--- src/rtl/wb_arb_pkg.sv ---
// wb_arb_pkg: shared completion record, requester indices and default widths for the writeback arbiter
package wb_arb_pkg;
  localparam int DEF_NUM_REQ = 3;
  localparam int DEF_DEPTH   = 2;
  localparam int DEF_DATA_W  = 32;
  localparam int DEF_IDX_W   = 4;
  localparam int DEF_EXC_W   = 3;
  localparam int REQ_ALU = 0;
  localparam int REQ_MEM = 1;
  localparam int REQ_MUL = 2;
  typedef struct packed {
    logic [DEF_DATA_W-1:0] result;
    logic [DEF_IDX_W-1:0]  complete_idx;
    logic [DEF_EXC_W-1:0]  exception_vector;
  } completion_t;
endpackage

--- src/rtl/wb_arb_fifo.sv ---
// wb_arb_fifo: per-requester synchronous FIFO of completion records with flush
module wb_arb_fifo
  import wb_arb_pkg::*;
#(
  parameter type T     = completion_t,
  parameter int  DEPTH = DEF_DEPTH
) (
  input  logic                     clk,
  input  logic                     reset,
  input  logic                     flush_i,
  input  logic                     push_i,
  input  logic                     pop_i,
  input  T                         data_i,
  output T                         data_o,
  output logic [$clog2(DEPTH):0]   count_o,
  output logic                     full_o,
  output logic                     empty_o
);
  localparam int AW = $clog2(DEPTH);
  T mem_q [DEPTH];
  logic [AW-1:0] wr_q, rd_q;
  logic [AW:0] cnt_q;
  logic do_push, do_pop;
  assign full_o  = cnt_q == (AW+1)'(DEPTH);
  assign empty_o = cnt_q == '0;
  assign count_o = cnt_q;
  assign data_o  = mem_q[rd_q];
  assign do_push = push_i & ~full_o;
  assign do_pop  = pop_i & ~empty_o;
  always_ff @(posedge clk) begin
    if (reset || flush_i) begin
      wr_q  <= '0;
      rd_q  <= '0;
      cnt_q <= '0;
    end else begin
      if (do_push) begin
        mem_q[wr_q] <= data_i;
        wr_q        <= wr_q + 1'b1;
      end
      if (do_pop) rd_q <= rd_q + 1'b1;
      cnt_q <= cnt_q + (AW+1)'(do_push) - (AW+1)'(do_pop);
    end
  end
endmodule

--- src/rtl/wb_completion_arbiter.sv ---
// wb_completion_arbiter: round-robin merge of ALU/MEM/MUL completions onto one registered ROB port
// Define WB_ARB_BYPASS_EN to let an empty requester's live input win arbitration directly.
module wb_completion_arbiter
  import wb_arb_pkg::*;
#(
  parameter int NUM_REQ = DEF_NUM_REQ,
  parameter int DEPTH   = DEF_DEPTH,
  parameter int DATA_W  = DEF_DATA_W,
  parameter int IDX_W   = DEF_IDX_W,
  parameter int EXC_W   = DEF_EXC_W
) (
  input  logic                       clk,
  input  logic                       reset,
  input  logic                       in_flush,
  input  logic [NUM_REQ-1:0]         in_valid,
  output logic [NUM_REQ-1:0]         in_ready,
  input  logic [NUM_REQ*DATA_W-1:0]  in_result,
  input  logic [NUM_REQ*IDX_W-1:0]   in_complete_idx,
  input  logic [NUM_REQ*EXC_W-1:0]   in_exception_vector,
  output logic                       out_complete,
  output logic [DATA_W-1:0]          out_result,
  output logic [IDX_W-1:0]           out_complete_idx,
  output logic [EXC_W-1:0]           out_exception_vector,
  output logic [NUM_REQ-1:0]         out_grant
);
  typedef struct packed {
    logic [DATA_W-1:0] result;
    logic [IDX_W-1:0]  complete_idx;
    logic [EXC_W-1:0]  exception_vector;
  } entry_t;
  localparam int PW = NUM_REQ > 1 ? $clog2(NUM_REQ) : 1;
  localparam int CW = $clog2(DEPTH) + 1;
  entry_t in_e [NUM_REQ];
  entry_t head [NUM_REQ];
  entry_t src [NUM_REQ];
  entry_t sel;
  logic [CW-1:0] cnt [NUM_REQ];
  logic [NUM_REQ-1:0] full, empty, push, pop, cand, grant, byp;
  logic [PW-1:0] rr_q, rr_d, c;
`ifdef WB_ARB_BYPASS_EN
  assign cand = ~empty | in_valid;
  assign byp  = grant & empty;
`else
  assign cand = ~empty;
  assign byp  = '0;
`endif
  assign pop  = grant & ~empty;
  assign push = in_valid & ~full & ~byp;
  for (genvar i = 0; i < NUM_REQ; i++) begin : g_req
    assign in_e[i] = {in_result[i*DATA_W +: DATA_W], in_complete_idx[i*IDX_W +: IDX_W],
                      in_exception_vector[i*EXC_W +: EXC_W]};
    assign in_ready[i] = cnt[i] < CW'(DEPTH);
`ifdef WB_ARB_BYPASS_EN
    assign src[i] = empty[i] ? in_e[i] : head[i];
`else
    assign src[i] = head[i];
`endif
    wb_arb_fifo #(.T(entry_t), .DEPTH(DEPTH)) u_fifo (
      .clk     (clk),
      .reset   (reset),
      .flush_i (in_flush),
      .push_i  (push[i]),
      .pop_i   (pop[i]),
      .data_i  (in_e[i]),
      .data_o  (head[i]),
      .count_o (cnt[i]),
      .full_o  (full[i]),
      .empty_o (empty[i])
    );
  end
  // Scan from farthest to nearest so the candidate closest to rr_q wins.
  always_comb begin
    grant = '0;
    rr_d  = rr_q;
    c     = '0;
    for (int k = NUM_REQ - 1; k >= 0; k--) begin
      c = PW'((int'(rr_q) + k) % NUM_REQ);
      if (cand[c]) begin
        grant    = '0;
        grant[c] = 1'b1;
        rr_d     = PW'((int'(rr_q) + k + 1) % NUM_REQ);
      end
    end
  end
  always_comb begin
    sel = src[0];
    for (int k = 0; k < NUM_REQ; k++) sel = grant[k] ? src[k] : sel;
  end
  always_ff @(posedge clk) begin
    if (reset) begin
      out_complete         <= 1'b0;
      out_grant            <= '0;
      out_result           <= '0;
      out_complete_idx     <= '0;
      out_exception_vector <= '0;
      rr_q                 <= '0;
    end else if (in_flush) begin
      out_complete <= 1'b0;
      out_grant    <= '0;
    end else begin
      out_complete <= |grant;
      out_grant    <= grant;
      rr_q         <= rr_d;
      if (|grant) {out_result, out_complete_idx, out_exception_vector} <= sel;
    end
  end
endmodule

--- config.mk ---
export PLATFORM = sky130hd
export DESIGN_NAME = wb_completion_arbiter
export DESIGN_NICKNAME = d
export VERILOG_FILES = /design/src/rtl/wb_arb_pkg.sv /design/src/rtl/wb_arb_fifo.sv /design/src/rtl/wb_completion_arbiter.sv
export SDC_FILE = /design/constraint.sdc
export NUM_CORES = 1
export LEC_CHECK = 0
export ABC_AREA = 1
export CORE_ASPECT_RATIO = 0.8
export CORE_UTILIZATION = 50
export CTS_BUF_LIST = sky130_fd_sc_hd__clkbuf_4
export CTS_CLUSTER_SIZE = 10
export DETAILED_ROUTE_END_ITERATION = 12
export DONT_BUFFER_PORTS = 1
export MAX_ROUTING_LAYER = met4
export PLACE_DENSITY_LB_ADDON = 0.15
export SLEW_MARGIN = 20
export SYNTH_ARGS = -nofsm -noshare
export SYNTH_HDL_FRONTEND = slang
export SYNTH_SLANG_ARGS = --single-unit
--- constraint.sdc ---
create_clock -name clk -period 5.6 [get_ports clk]
set_clock_uncertainty 0.2 [all_clocks]
set_input_delay 1.12 -clock clk [delete_from_list [all_inputs] [get_ports clk]]
set_output_delay 1.12 -clock clk [all_outputs]
set_load 0.05 [all_outputs]
==> impl_metrics.env <==
export IMPL_drc=0
export IMPL_ios=169
export IMPL_fin_setup_tns_ps=0
export IMPL_post_cts_buffers=0
export IMPL_syn_avg_cell_area_um2=11.8
export IMPL_clkSlewWorstSetupHoldPaths_ps=60
export IMPL_place_congestion=0.866
export IMPL_layout_setup_ws_ps=1600
export IMPL_syn_cell_area_mm2=0.0122
export IMPL_dieArea_mm2=0.0250
export IMPL_total_power_mw=8.50
export IMPL_cp_arrival_ps=4360
export IMPL_yosys_area_share_xor_xnor=0.00431
export IMPL_cp_end_kind="flip-flop"
export IMPL_tightestPinTransition_ps=952
export IMPL_worstSetupPathType="flip-flop to flip-flop"
export IMPL_fin_nets=1216
export IMPL_wirelength_met1_mm=11.6
export IMPL_ctsResizeCount=0
export IMPL_holdCritPathClass="flip-flop to flip-flop"
export IMPL_maxSlewViolCount=0
export IMPL_crit_buf_inv=6
export IMPL_hold_viol_final=0
export IMPL_p_leak_nw=5.20
export IMPL_crit_chain="inv_1 > ha_1 > inv_4 > o21ai_4 > nand3_1 > xor2_1 > inv_1 > ha_1 > ha_1 > inv_1 > nand2_1 > inv_1 > o21ai_0 > nand2_1 > and2_1 > ha_1 > inv_1 > nand2_1 > xor2_1 > nand2_1 > a21oi_1"
export IMPL_rsz0062_at_grt="no"
export IMPL_power_frac_comb=0.390
export IMPL_hp_start="g_req[1].u_fifo.rd_q"
export IMPL_syn_to_final_growth_pct=11.3
export IMPL_synth_mux_area_frac=0.100
export IMPL_holdWs_ps=250
export IMPL_fin_crit_sh=0.714
export IMPL_grt_max_degree=80
export IMPL_routed_wl_met2_mm=12.0
export IMPL_stdcell_area_mm2=0.0136
export IMPL_routed_top_layer="met4"
export IMPL_synth_seq_cells=294
export IMPL_share_seq_of_total_power=0.381
export IMPL_finalSetupViolations=0
export IMPL_dp_hpwl_mm=16.8
export IMPL_drive_above_1_share=0.193
export IMPL_post_route_util=0.574
export IMPL_syn_num_nets=1170
export IMPL_drt_iter0_markers=454
export IMPL_clk_latency_ps=660
export IMPL_ant_nets=0
export IMPL_slowest_stage="ha_1"
export IMPL_synth_cell_type_count=38
export IMPL_cap_violations=0
export IMPL_rows=50
export IMPL_wl_per_cell_um=18.4
export IMPL_h_tree_depth=3
export IMPL_routed_wl_met3_mm=2.63
export IMPL_max_stage_delay_ps=520
export IMPL_period_minus_slack_ps=4000
export IMPL_post_place_ws_ps=1380
export IMPL_globalRouteTotalUtil=0.222
export IMPL_clockPowerShare=0.229
export IMPL_grt_pass1_vias=7220
export IMPL_cpMostUsedCell="inv_1"
export IMPL_synth_compound_area_frac=0.0153
export IMPL_die_h_um=142
export IMPL_cts_max_path_buffers=3
export IMPL_grt_antenna_before_repair=1
export IMPL_required_ps=5960
export IMPL_synth_fa_ha_area_frac=0.0164
export IMPL_crit_start="rr_q[0]"
export IMPL_viasPerCell=5.08
export IMPL_vias=7360
export IMPL_ir_worst_vdd_mv=0.429
export IMPL_cts_num_sinks=294
export IMPL_p_sw_mw=3.82
export IMPL_cp_start_kind="flip-flop"
export IMPL_portBuffers=0
export IMPL_nFillCells=1975
export IMPL_grt_overflow=0
export IMPL_tritoncts="built"
export IMPL_switching_share=0.449
export IMPL_stdcell_count=1450
export IMPL_outcome="complete, no violations"
export IMPL_critical_path_top_delay_family="adder cells"
export IMPL_initial_utilization=0.516
export IMPL_synthSimpleGateAreaFrac=0.147
export IMPL_power_density_mw_per_mm2=626
export IMPL_ys_seq_area_frac=0.675
export IMPL_critPathMaxFanout=8
export IMPL_ys_warn_count=0
export IMPL_fp_dieW_um=177
export IMPL_dpl_cell_area_mm2=0.0125
export IMPL_routed_wl_mm=26.7
export IMPL_slew_headroom=0.364
export IMPL_coreArea_mm2=0.0236
export IMPL_cts_made_buffers=75
export IMPL_timing_rr_start="rr_q[0]"
export IMPL_drtPass1Iterations=5
export IMPL_internal_power_mw=4.68
export IMPL_synth_top_family_by_area="simple AND/OR/NAND/NOR gates"
export IMPL_synthesis_instances=1031
export IMPL_dpl_cell_count=1312
export IMPL_fmax_mhz=250
export IMPL_grt_first_pass_wirelength_mm=39.6
export IMPL_clockRootBuffer="clkbuf_4"
export IMPL_cts_hold_buf=0
registers in the layout (all words and copies together) (netlist names), named ones only:
| register | cells |
|---|---|
| g_req.u_fifo.mem_q | 234 |
| out_result | 32 |
| g_req.u_fifo.count_o | 6 |
| out_complete_idx | 4 |
| g_req.u_fifo.rd_q | 3 |
| g_req.u_fifo.wr_q | 3 |
| out_exception_vector | 3 |
| out_grant | 3 |
| rr_q | 2 |
| out_complete | 1 |
cells by family after synthesis:
| logic type | count (synthesis) |
|---|---|
| AO/OA/AOI/OAI | 29 |
| XOR/XNOR | 6 |
| adder cells (fa/ha/maj) | 16 |
| buffers and inverters | 123 |
| flip-flops | 294 |
| multiplexers | 117 |
| AND/OR/NAND/NOR | 446 |
per-layer routing:
metal | global-route usage | vias up
li1 | - | 3616
met1 | 0.276 | 3470
met2 | 0.329 | 236
met3 | 0.0927 | 38
met4 | 0.0726 | 0
met5 | - | -
final timing paths:
path	endpoint	slack (ps)	depth (start not counted)
min	flip-flop	250	1
max	rr_q[0]	1600	21
min reg2reg	flip-flop	250	1
max reg2reg	rr_q[0]	1600	21
synth_stat cells (all sizes together):
master / number / share of area
or2: 4 / 0.0021
and2: 1 / 0.00051
nand3: 49 / 0.020
nor3: 5 / 0.0021
xor2: 3 / 0.0022
nand2: 285 / 0.089
inv: 78 / 0.024
mux2i: 78 / 0.064
mux2: 39 / 0.036
nor2: 98 / 0.031
o21ai: 7 / 0.0041
o211ai: 1 / 0.00062
edfxtp: 234 / 0.58
dfxtp: 60 / 0.098
nand4: 1 / 0.00051
a31oi: 1 / 0.00051
o21bai: 3 / 0.0028
nor3b: 3 / 0.0018
clkbuf: 14 / 0.0043
xnor2: 3 / 0.0022
buf: 31 / 0.014
a21oi: 17 / 0.0073
ha: 16 / 0.016
placed cells by master, fill, tap and decap left out, types with 4 or more instances in the layout:
| cell type | n |
|---|---|
| a21oi_1 | 16 |
| buf_4 | 14 |
| clkbuf_4 | 126 |
| clkinv_1 | 5 |
| dfxtp_1 | 57 |
| edfxtp_1 | 234 |
| ha_1 | 16 |
| inv_1 | 67 |
| inv_2 | 11 |
| mux2_2 | 39 |
| mux2i_1 | 78 |
| nand2_1 | 280 |
| nand3_1 | 49 |
| nor2_1 | 93 |
| nor2_4 | 4 |
| o21ai_0 | 4 |
layout make-up:
class,count,area (um2),share of cell area
antenna,1,2.50,0.000184
clock buffer,126,946,0.0697
clock inverter,11,100,0.00737
inverter,78,295,0.0218
multi-input combinational,614,3500,0.258
sequential,294,8240,0.607
tap,312,390,0.0288
timing repair buffer,14,105,0.00774
power by group through the flow:
stage	Combinational (mW)	Sequential (mW)	Clock [mW]
floorplan	2.53	3.22	0
global placement	3.28	3.29	0
detailed placement	3.29	3.29	0
CTS	3.33	3.24	2.00
global route	3.78	3.27	2.11
finish	3.31	3.24	1.94
Note: power is estimated with default switching activity, not from simulation.
